<file path="src/rtl/prio_mixer_pkg.sv">
// prio_mixer_pkg: shared definitions for the N-layer priority mixer.
//   - register offsets of the CPU register map
//   - blend mode encoding
//   - packed register-file image exported by the register block
//   - blend(): colour merge of the two winning layers
package prio_mixer_pkg;

   // Upper bound on the layer count; the register image is sized for it.
   localparam int MAX_LAYERS    = 8;

   localparam int REG_GLOBAL    = 0;
   localparam int REG_PRIO_BASE = 1;

   // Per-layer config registers follow the 2*N priority table bytes.
   function automatic int REG_LAYER_BASE(input int n);
      return 1 + 2 * n;
   endfunction

   typedef enum logic [1:0] {
      BLEND_NONE  = 2'd0,
      BLEND_RSVD  = 2'd1,
      BLEND_CLEAR = 2'd2,
      BLEND_MERGE = 2'd3
   } blend_mode_t;

   // Full register image. Entries for layers >= NUM_LAYERS stay zero.
   typedef struct packed {
      logic [MAX_LAYERS-1:0][7:0]  layer_cfg;   // [7] enable, [1:0] blend select
      logic [MAX_LAYERS-1:0][15:0] prio_table;  // four 4-bit priorities
      logic [7:0]                  global_cfg;  // [7:6] blend mode, [0] commit mode
   } mixer_cfg_t;

   // Combine the top colour (hi) with the second colour (lo). Operates on
   // 12-bit values; narrower palettes are zero-extended by the caller.
   function automatic logic [11:0] blend(input blend_mode_t mode,
                                         input logic [1:0]  h,
                                         input logic [11:0] hi,
                                         input logic [11:0] lo);
      logic [11:0] r;
      r = hi;
      if (mode == BLEND_MERGE) begin
         case (h)
            2'd0:    r = {lo[11:4], hi[3:0]};
            2'd1:    r = {lo[11:5], hi[4:0]};
            2'd2:    r = {lo[11:6], hi[5], lo[4], hi[3:0]};
            default: r = {lo[11:6], hi[5:0]};
         endcase
      end else if (mode == BLEND_CLEAR) begin
         case (h)
            2'd0:        r[4] = 1'b0;
            2'd1, 2'd2:  r[5] = 1'b0;
            default:     r[6] = 1'b0;
         endcase
      end
      return r;
   endfunction

endpackage

</file>
<file path="src/rtl/prio_mixer_regs.sv">
// prio_mixer_regs: CPU register file with pending and active copies.
//   clk, reset_n        clock, async active-low reset
//   vblank              vertical blank level (commit trigger in vblank mode)
//   cs/cpu_addr/cpu_rw/cpu_ds_n/cpu_din   CPU bus
//   cpu_dout            registered read data (pending copy)
//   active              active register image used by the pixel pipeline
module prio_mixer_regs
   import prio_mixer_pkg::*;
#(
   parameter int NUM_LAYERS = 4,
   parameter int ADDR_W     = 5
) (
   input  logic              clk,
   input  logic              reset_n,
   input  logic              vblank,
   input  logic              cs,
   input  logic [ADDR_W-1:0] cpu_addr,
   input  logic              cpu_rw,
   input  logic              cpu_ds_n,
   input  logic [7:0]        cpu_din,
   output logic [7:0]        cpu_dout,
   output mixer_cfg_t        active
);

   mixer_cfg_t  pending_reg;
   mixer_cfg_t  pending_next;
   mixer_cfg_t  active_reg;
   logic        vblank_d_reg;
   logic [7:0]  cpu_dout_reg;
   logic [7:0]  rd_data;
   logic [31:0] addr_ext;
   logic        wr_en;
   logic        rd_en;
   logic        commit;

   assign addr_ext = 32'(cpu_addr);
   assign wr_en    = cs & ~cpu_rw & ~cpu_ds_n;
   assign rd_en    = cs & cpu_rw;

   // Commit mode is always read from the pending copy so the CPU can leave
   // vblank mode without waiting for a vblank.
   assign commit = ~pending_reg.global_cfg[0] | (vblank & ~vblank_d_reg);

   always_comb begin
      pending_next = pending_reg;
      rd_data      = 8'd0;
      if (addr_ext == 32'(REG_GLOBAL)) begin
         pending_next.global_cfg = cpu_din;
         rd_data                 = pending_reg.global_cfg;
      end
      for (int i = 0; i < NUM_LAYERS; i++) begin
         if (addr_ext == 32'(REG_PRIO_BASE + 2 * i)) begin
            pending_next.prio_table[i][7:0] = cpu_din;
            rd_data = pending_reg.prio_table[i][7:0];
         end
         if (addr_ext == 32'(REG_PRIO_BASE + 2 * i + 1)) begin
            pending_next.prio_table[i][15:8] = cpu_din;
            rd_data = pending_reg.prio_table[i][15:8];
         end
         if (addr_ext == 32'(REG_LAYER_BASE(NUM_LAYERS) + i)) begin
            pending_next.layer_cfg[i] = cpu_din;
            rd_data = pending_reg.layer_cfg[i];
         end
      end
   end

   // A commit and a write on the same edge: the commit copies the pre-write
   // pending value because both use the register contents before the edge.
   always_ff @(posedge clk or negedge reset_n) begin
      if (!reset_n) begin
         pending_reg  <= '0;
         active_reg   <= '0;
         vblank_d_reg <= 1'b0;
         cpu_dout_reg <= 8'd0;
      end else begin
         vblank_d_reg <= vblank;
         if (commit)
            active_reg <= pending_reg;
         if (wr_en)
            pending_reg <= pending_next;
         if (rd_en)
            cpu_dout_reg <= rd_data;
      end
   end

   assign active   = active_reg;
   assign cpu_dout = cpu_dout_reg;

endmodule

</file>
<file path="src/rtl/prio_mixer.sv">
// prio_mixer: N-layer priority mixer with adjacent-priority blending.
//   clk, reset_n        clock, async active-low reset
//   ce_pixel            pixel enable; all three stages advance together
//   vblank              vertical blank level
//   cs/cpu_addr/cpu_rw/cpu_ds_n/cpu_din/cpu_dout   CPU register port
//   color_in            per layer {priority select[1:0], palette index}
//   color_out           mixed palette index (3 enabled pixels latency)
//   out_layer           winning layer index
module prio_mixer
   import prio_mixer_pkg::*;
#(
   parameter int NUM_LAYERS = 4,
   parameter int COLOR_W    = 12,
   parameter int ADDR_W     = 5
) (
   input  logic                               clk,
   input  logic                               reset_n,
   input  logic                               ce_pixel,
   input  logic                               vblank,
   input  logic                               cs,
   input  logic [ADDR_W-1:0]                  cpu_addr,
   input  logic                               cpu_rw,
   input  logic                               cpu_ds_n,
   input  logic [7:0]                         cpu_din,
   output logic [7:0]                         cpu_dout,
   input  logic [NUM_LAYERS*(2+COLOR_W)-1:0]  color_in,
   output logic [COLOR_W-1:0]                 color_out,
   output logic [2:0]                         out_layer
);

   localparam int LW = 2 + COLOR_W;

   mixer_cfg_t active;
   logic       unused_cfg;

   prio_mixer_regs #(.NUM_LAYERS(NUM_LAYERS), .ADDR_W(ADDR_W)) u_regs (
      .clk      (clk),
      .reset_n  (reset_n),
      .vblank   (vblank),
      .cs       (cs),
      .cpu_addr (cpu_addr),
      .cpu_rw   (cpu_rw),
      .cpu_ds_n (cpu_ds_n),
      .cpu_din  (cpu_din),
      .cpu_dout (cpu_dout),
      .active   (active)
   );

   // Not every register bit drives the pipeline (reserved bits, unused layers).
   assign unused_cfg = ^active;

   // ---------------- S1: priority lookup ----------------
   logic [NUM_LAYERS-1:0][3:0]          pri_next;
   logic [NUM_LAYERS-1:0][COLOR_W-1:0]  s1_color_reg;
   logic [NUM_LAYERS-1:0][3:0]          s1_pri_reg;
   logic [NUM_LAYERS-1:0][1:0]          s1_hsel_reg;
   blend_mode_t                         s1_mode_reg;

   always_comb begin
      for (int i = 0; i < NUM_LAYERS; i++) begin
         pri_next[i] = 4'd0;
         // Index nibble 0 is the transparent pen in every palette bank.
         if (active.layer_cfg[i][7] && color_in[i*LW +: 4] != 4'd0)
            pri_next[i] = active.prio_table[i][{color_in[i*LW+COLOR_W +: 2], 2'b00} +: 4];
      end
   end

   // ---------------- S2: top / second selection ----------------
   logic [3:0]         top_pri;
   logic [2:0]         top_idx;
   logic [COLOR_W-1:0] top_color;
   logic [1:0]         top_hsel;
   logic               sec_valid;
   logic [COLOR_W-1:0] sec_color;

   always_comb begin
      top_pri   = 4'd0;
      top_idx   = 3'd0;
      top_color = '0;
      top_hsel  = 2'd0;
      // Strict compare keeps the lowest index on ties.
      for (int i = 0; i < NUM_LAYERS; i++) begin
         if (s1_pri_reg[i] > top_pri) begin
            top_pri   = s1_pri_reg[i];
            top_idx   = 3'(i);
            top_color = s1_color_reg[i];
            top_hsel  = s1_hsel_reg[i];
         end
      end
      sec_valid = 1'b0;
      sec_color = '0;
      // A priority-0 layer is transparent and never blends.
      for (int i = 0; i < NUM_LAYERS; i++) begin
         if (!sec_valid && top_pri > 4'd1 && 3'(i) != top_idx &&
             s1_pri_reg[i] == top_pri - 4'd1) begin
            sec_valid = 1'b1;
            sec_color = s1_color_reg[i];
         end
      end
   end

   logic [COLOR_W-1:0] s2_top_color_reg;
   logic [COLOR_W-1:0] s2_sec_color_reg;
   logic               s2_sec_valid_reg;
   logic [1:0]         s2_hsel_reg;
   blend_mode_t        s2_mode_reg;
   logic [2:0]         s2_layer_reg;

   // ---------------- S3: blend ----------------
   logic [COLOR_W-1:0] mixed;
   logic [COLOR_W-1:0] color_out_reg;
   logic [2:0]         out_layer_reg;

   always_comb begin
      mixed = s2_top_color_reg;
      if (s2_sec_valid_reg)
         mixed = COLOR_W'(blend(s2_mode_reg, s2_hsel_reg,
                                12'(s2_top_color_reg), 12'(s2_sec_color_reg)));
   end

   always_ff @(posedge clk or negedge reset_n) begin
      if (!reset_n) begin
         s1_color_reg     <= '0;
         s1_pri_reg       <= '0;
         s1_hsel_reg      <= '0;
         s1_mode_reg      <= BLEND_NONE;
         s2_top_color_reg <= '0;
         s2_sec_color_reg <= '0;
         s2_sec_valid_reg <= 1'b0;
         s2_hsel_reg      <= 2'd0;
         s2_mode_reg      <= BLEND_NONE;
         s2_layer_reg     <= 3'd0;
         color_out_reg    <= '0;
         out_layer_reg    <= 3'd0;
      end else if (ce_pixel) begin
         // Blend controls travel with the pixel so a commit never splits one.
         for (int i = 0; i < NUM_LAYERS; i++) begin
            s1_color_reg[i] <= color_in[i*LW +: COLOR_W];
            s1_hsel_reg[i]  <= active.layer_cfg[i][1:0];
         end
         s1_pri_reg       <= pri_next;
         s1_mode_reg      <= blend_mode_t'(active.global_cfg[7:6]);
         s2_top_color_reg <= top_color;
         s2_sec_color_reg <= sec_color;
         s2_sec_valid_reg <= sec_valid;
         s2_hsel_reg      <= top_hsel;
         s2_mode_reg      <= s1_mode_reg;
         s2_layer_reg     <= top_idx;
         color_out_reg    <= mixed;
         out_layer_reg    <= s2_layer_reg;
      end
   end

   assign color_out = color_out_reg;
   assign out_layer = out_layer_reg;

endmodule

</file>
<file path="config.mk">
export PLATFORM = sky130hd
export DESIGN_NAME = prio_mixer
export DESIGN_NICKNAME = d
export VERILOG_FILES = /design/src/rtl/prio_mixer_pkg.sv /design/src/rtl/prio_mixer_regs.sv /design/src/rtl/prio_mixer.sv
export SDC_FILE = /design/constraint.sdc
export NUM_CORES = 1
export LEC_CHECK = 0
export CAP_MARGIN = 20
export CORE_UTILIZATION = 40
export DETAILED_ROUTE_END_ITERATION = 8
export PLACE_DENSITY = 0.63
export SYNTH_ARGS = -nofsm -noshare
export SYNTH_HDL_FRONTEND = slang
export SYNTH_SLANG_ARGS = --single-unit
</file>
<file path="constraint.sdc">
create_clock -name clk -period 8 [get_ports clk]
set_clock_uncertainty 0.2 [all_clocks]
set_input_delay 2 -clock clk [delete_from_list [all_inputs] [get_ports clk]]
set_output_delay 2 -clock clk [all_outputs]
set_load 0.01 [all_outputs]
</file>
==> flow_metrics.env <==
export IMPL_chipWidth_um=195
export IMPL_drt_wl_total_um=37600
export IMPL_period_needed_ps=7540
export IMPL_synth_top_area_share_pct=51.6
export IMPL_crit_path_start="s1_pri_reg[1]"
export IMPL_root_buffer="clkbuf_16"
export IMPL_synth_seq_area_share_pct=51.6
export IMPL_yosys_warnings=0
export IMPL_num_antenna_cells=0
export IMPL_synth_async_reset_ratio_pct=100
export IMPL_antenna_found_initial=0
export IMPL_portBuffers=97
export IMPL_hold_class="flop to flop"
export IMPL_multiInputGateArea_um2=6810
export IMPL_worstSetupEndpoint="s2_sec_color_reg[8]"
export IMPL_syn_inst=1280
export IMPL_relSlewSlack_pct=28.4
export IMPL_reg2reg_depth=34
export IMPL_n_fill_cell=3282
export IMPL_synthMostInstantiatedCell="dfrtp_1"
export IMPL_fin_nets=1463
export IMPL_overflow=0
export IMPL_power_density_nw_per_um2=221
export IMPL_grt_first_pass_wirelength_um=60200
export IMPL_p_leak_uw=0.00779
export IMPL_floorplan_die_height_um=195
export IMPL_rsz0062_at_grt="false"
export IMPL_cts_max_level=2
export IMPL_drive_gt1_share_pct=27.5
export IMPL_hpwl_um=25900
export IMPL_max_cap_violations=0
export IMPL_worstSetupPathType="flop to flop"
export IMPL_die_area_um2=37900
export IMPL_vdd_drop_max_mv=0.195
export IMPL_yosysTopAreaCell="dfrtp_1"
export IMPL_worst_slew_pin_slew_ps=1070
export IMPL_core_um2=36500
export IMPL_status="completed"
export IMPL_cts_tree="yes"
export IMPL_clockBufferDepth=3
export IMPL_clk_latency_ps=530
export IMPL_drc=0
export IMPL_worstPathRequired_ps=8230
export IMPL_synth_common_cells="dfrtp_1, mux2_2, nor2_1"
export IMPL_period_share_pct=94.3
export IMPL_stdcell_area_um2=17600
export IMPL_worstSetupEndpointType="flop"
export IMPL_wl_per_cell_um=20.2
export IMPL_cts_sinks=306
export IMPL_syn_to_final_growth_pct=18.3
export IMPL_reg2reg_from="s1_pri_reg[1]"
export IMPL_place_congestion=0.898
export IMPL_firstDrtPassIters=8
export IMPL_drt_iter0_drc=683
export IMPL_hold_slack_ps=273
export IMPL_avgSynthCellArea_um2=11.6
export IMPL_grtUsageTotal_pct=20.1
export IMPL_row_count=70
export IMPL_via_count=10500
export IMPL_ys_types=75
export IMPL_setup_viol=0
export IMPL_worst_setup_path_start_kind="flop"
export IMPL_grt_max_degree=175
export IMPL_reg2reg_setup_slack_ps=460
export IMPL_largest_reg_flops=104
export IMPL_cts_clk_slew_worst_paths_ps=60
export IMPL_place_area_um2=16300
export IMPL_synthTopCellsByArea="dfrtp_1, mux2_2, a21oi_1"
export IMPL_syn_cell_area_um2=14800
export IMPL_hold_viol_final=0
export IMPL_syn_nets=1370
export IMPL_cpPeakStageDelay_ps=450
export IMPL_slew_viol_final=0
export IMPL_initial_utilization_pct=40.6
export IMPL_grt_pass1_vias=10600
export IMPL_critical_path_peak_fanout=18
export IMPL_synth_flop_cell="dfrtp_1"
export IMPL_final_antenna_net_count=0
export IMPL_seqCellArea_um2=7660
export IMPL_fin_setup_tns_ps=0
export IMPL_synth_edf_count=0
export IMPL_r2r_end="s2_sec_color_reg[8]"
export IMPL_cts_buffers=35
export IMPL_num_io_pins=99
export IMPL_fmax_mhz=133
export IMPL_cp_slowest_cell="dfrtp_2"
export IMPL_synth_seq_cells=306
export IMPL_vias_per_cell=5.64
export IMPL_arrival_ps=7770
-- repair_timing --
action | CTS | global route
setup buffers | 0 | 6
resized for setup | 0 | 17
hold buffers | 0 | 0
setup endpoints to repair | 0 | 9
-- layer usage --
layer,share of wire [%],vias to the layer above,track usage [%]
li1,-,4882,-
met1,45,5310,28.0
met2,48,270,32.7
met3,5.0,54,3.16
met4,2.0,0,5.11
met5,0,-,0
-- power breakdown --
group	total [uW]	internal [uW]	switching, uW
Clock	1560	921	636
Combinational	537	264	273
Sequential	1790	1690	98.9
Total	3890	2880	1010
-- metrics by stage --
| step | total power (uW) | instances | setup slack [ps] | util (%) |
|---|---|---|---|---|
| final | 3890 | 1865 | 458 | 48.1 |
| after global routing | 4070 | 1865 | 10.9 | 48.1 |
| after CTS | 3930 | 1858 | 49.0 | 47.7 |
| after detailed placement | 2350 | 1797 | 69.8 | 44.7 |
| after global placement | 2340 | 1797 | 289 | 44.7 |
| after floorplan | 2110 | 1280 | 159 | - |
-- placed cells by master (no fill, tap or decap), drive strengths merged, types with 4 or more instances in the layout --
cell type      count
and2               6
nand2             71
a21oi            105
nor2b              7
buf               31
a32oi              4
a31oi             18
nand3             25
nand4              6
mux2             243
mux2i             10
a22oi             10
xnor2             14
xor2               4
nand2b            11
a2111oi            6
or3                4
clkdlybuf4s50     95
a211oi             8
a222oi             8
o2111ai            5
mux4              16
and4              12
a311oi            14
ha                14
o211ai             4
nor2             111
clkbuf            52
o21a               5
clkinv             5
dfrtp            306
or2                5
inv               47
o31ai             14
nor3              14
or4                4
o22ai             17
o21ai             33
-- cell type report --
| type | count | share of cell area [%] |
|---|---|---|
| Clock buffer | 52 | 6.04 |
| Clock inverter | 9 | 0.392 |
| Inverter | 45 | 0.962 |
| Multi-Input combinational cell | 859 | 38.8 |
| Sequential cell | 306 | 43.6 |
| Tap cell | 468 | 3.34 |
| Timing Repair Buffer | 126 | 6.84 |
-- how the worst min path moves through the flow --
stage	from	endpoint	slack (ps)	cells after the start
final	u_regs.cpu_dout[7]	u_regs.cpu_dout[7]	270	2
after detailed placement	u_regs.cpu_dout[7]	u_regs.cpu_dout[7]	270	2
after global routing	u_regs.pending_reg[166]	u_regs.pending_reg[166]	310	1
after global placement	u_regs.cpu_dout[7]	u_regs.cpu_dout[7]	270	2
after floorplan	u_regs.active[160]	u_regs.active[160]	270	1
after CTS	u_regs.cpu_dout[7]	u_regs.cpu_dout[7]	280	2
-- cell families after synthesis --
family	count (synthesis)	synth area share (%)
DFF	306	51.6
and+or+nand+nor	284	9.09
AOI/OAI and AO/OA	272	12.3
muxes	269	21.6
buffers and inverters	116	3.09
xor gates and xnor gates	18	1.06
adders and majority gates	14	1.18
other	1	0.0253
-- worst max-delay path: cells and delay by family (launching register included) --
kind / cells / cell delay, ps
AOI/OAI and AO/OA: 14 / 2520
and+or+nand+nor: 8 / 1300
adders and majority gates: 4 / 1230
buffers and inverters: 4 / 760
muxes: 2 / 620
DFF: 1 / 450
xor gates and xnor gates: 2 / 380
(Power assumes the default switching activity.)
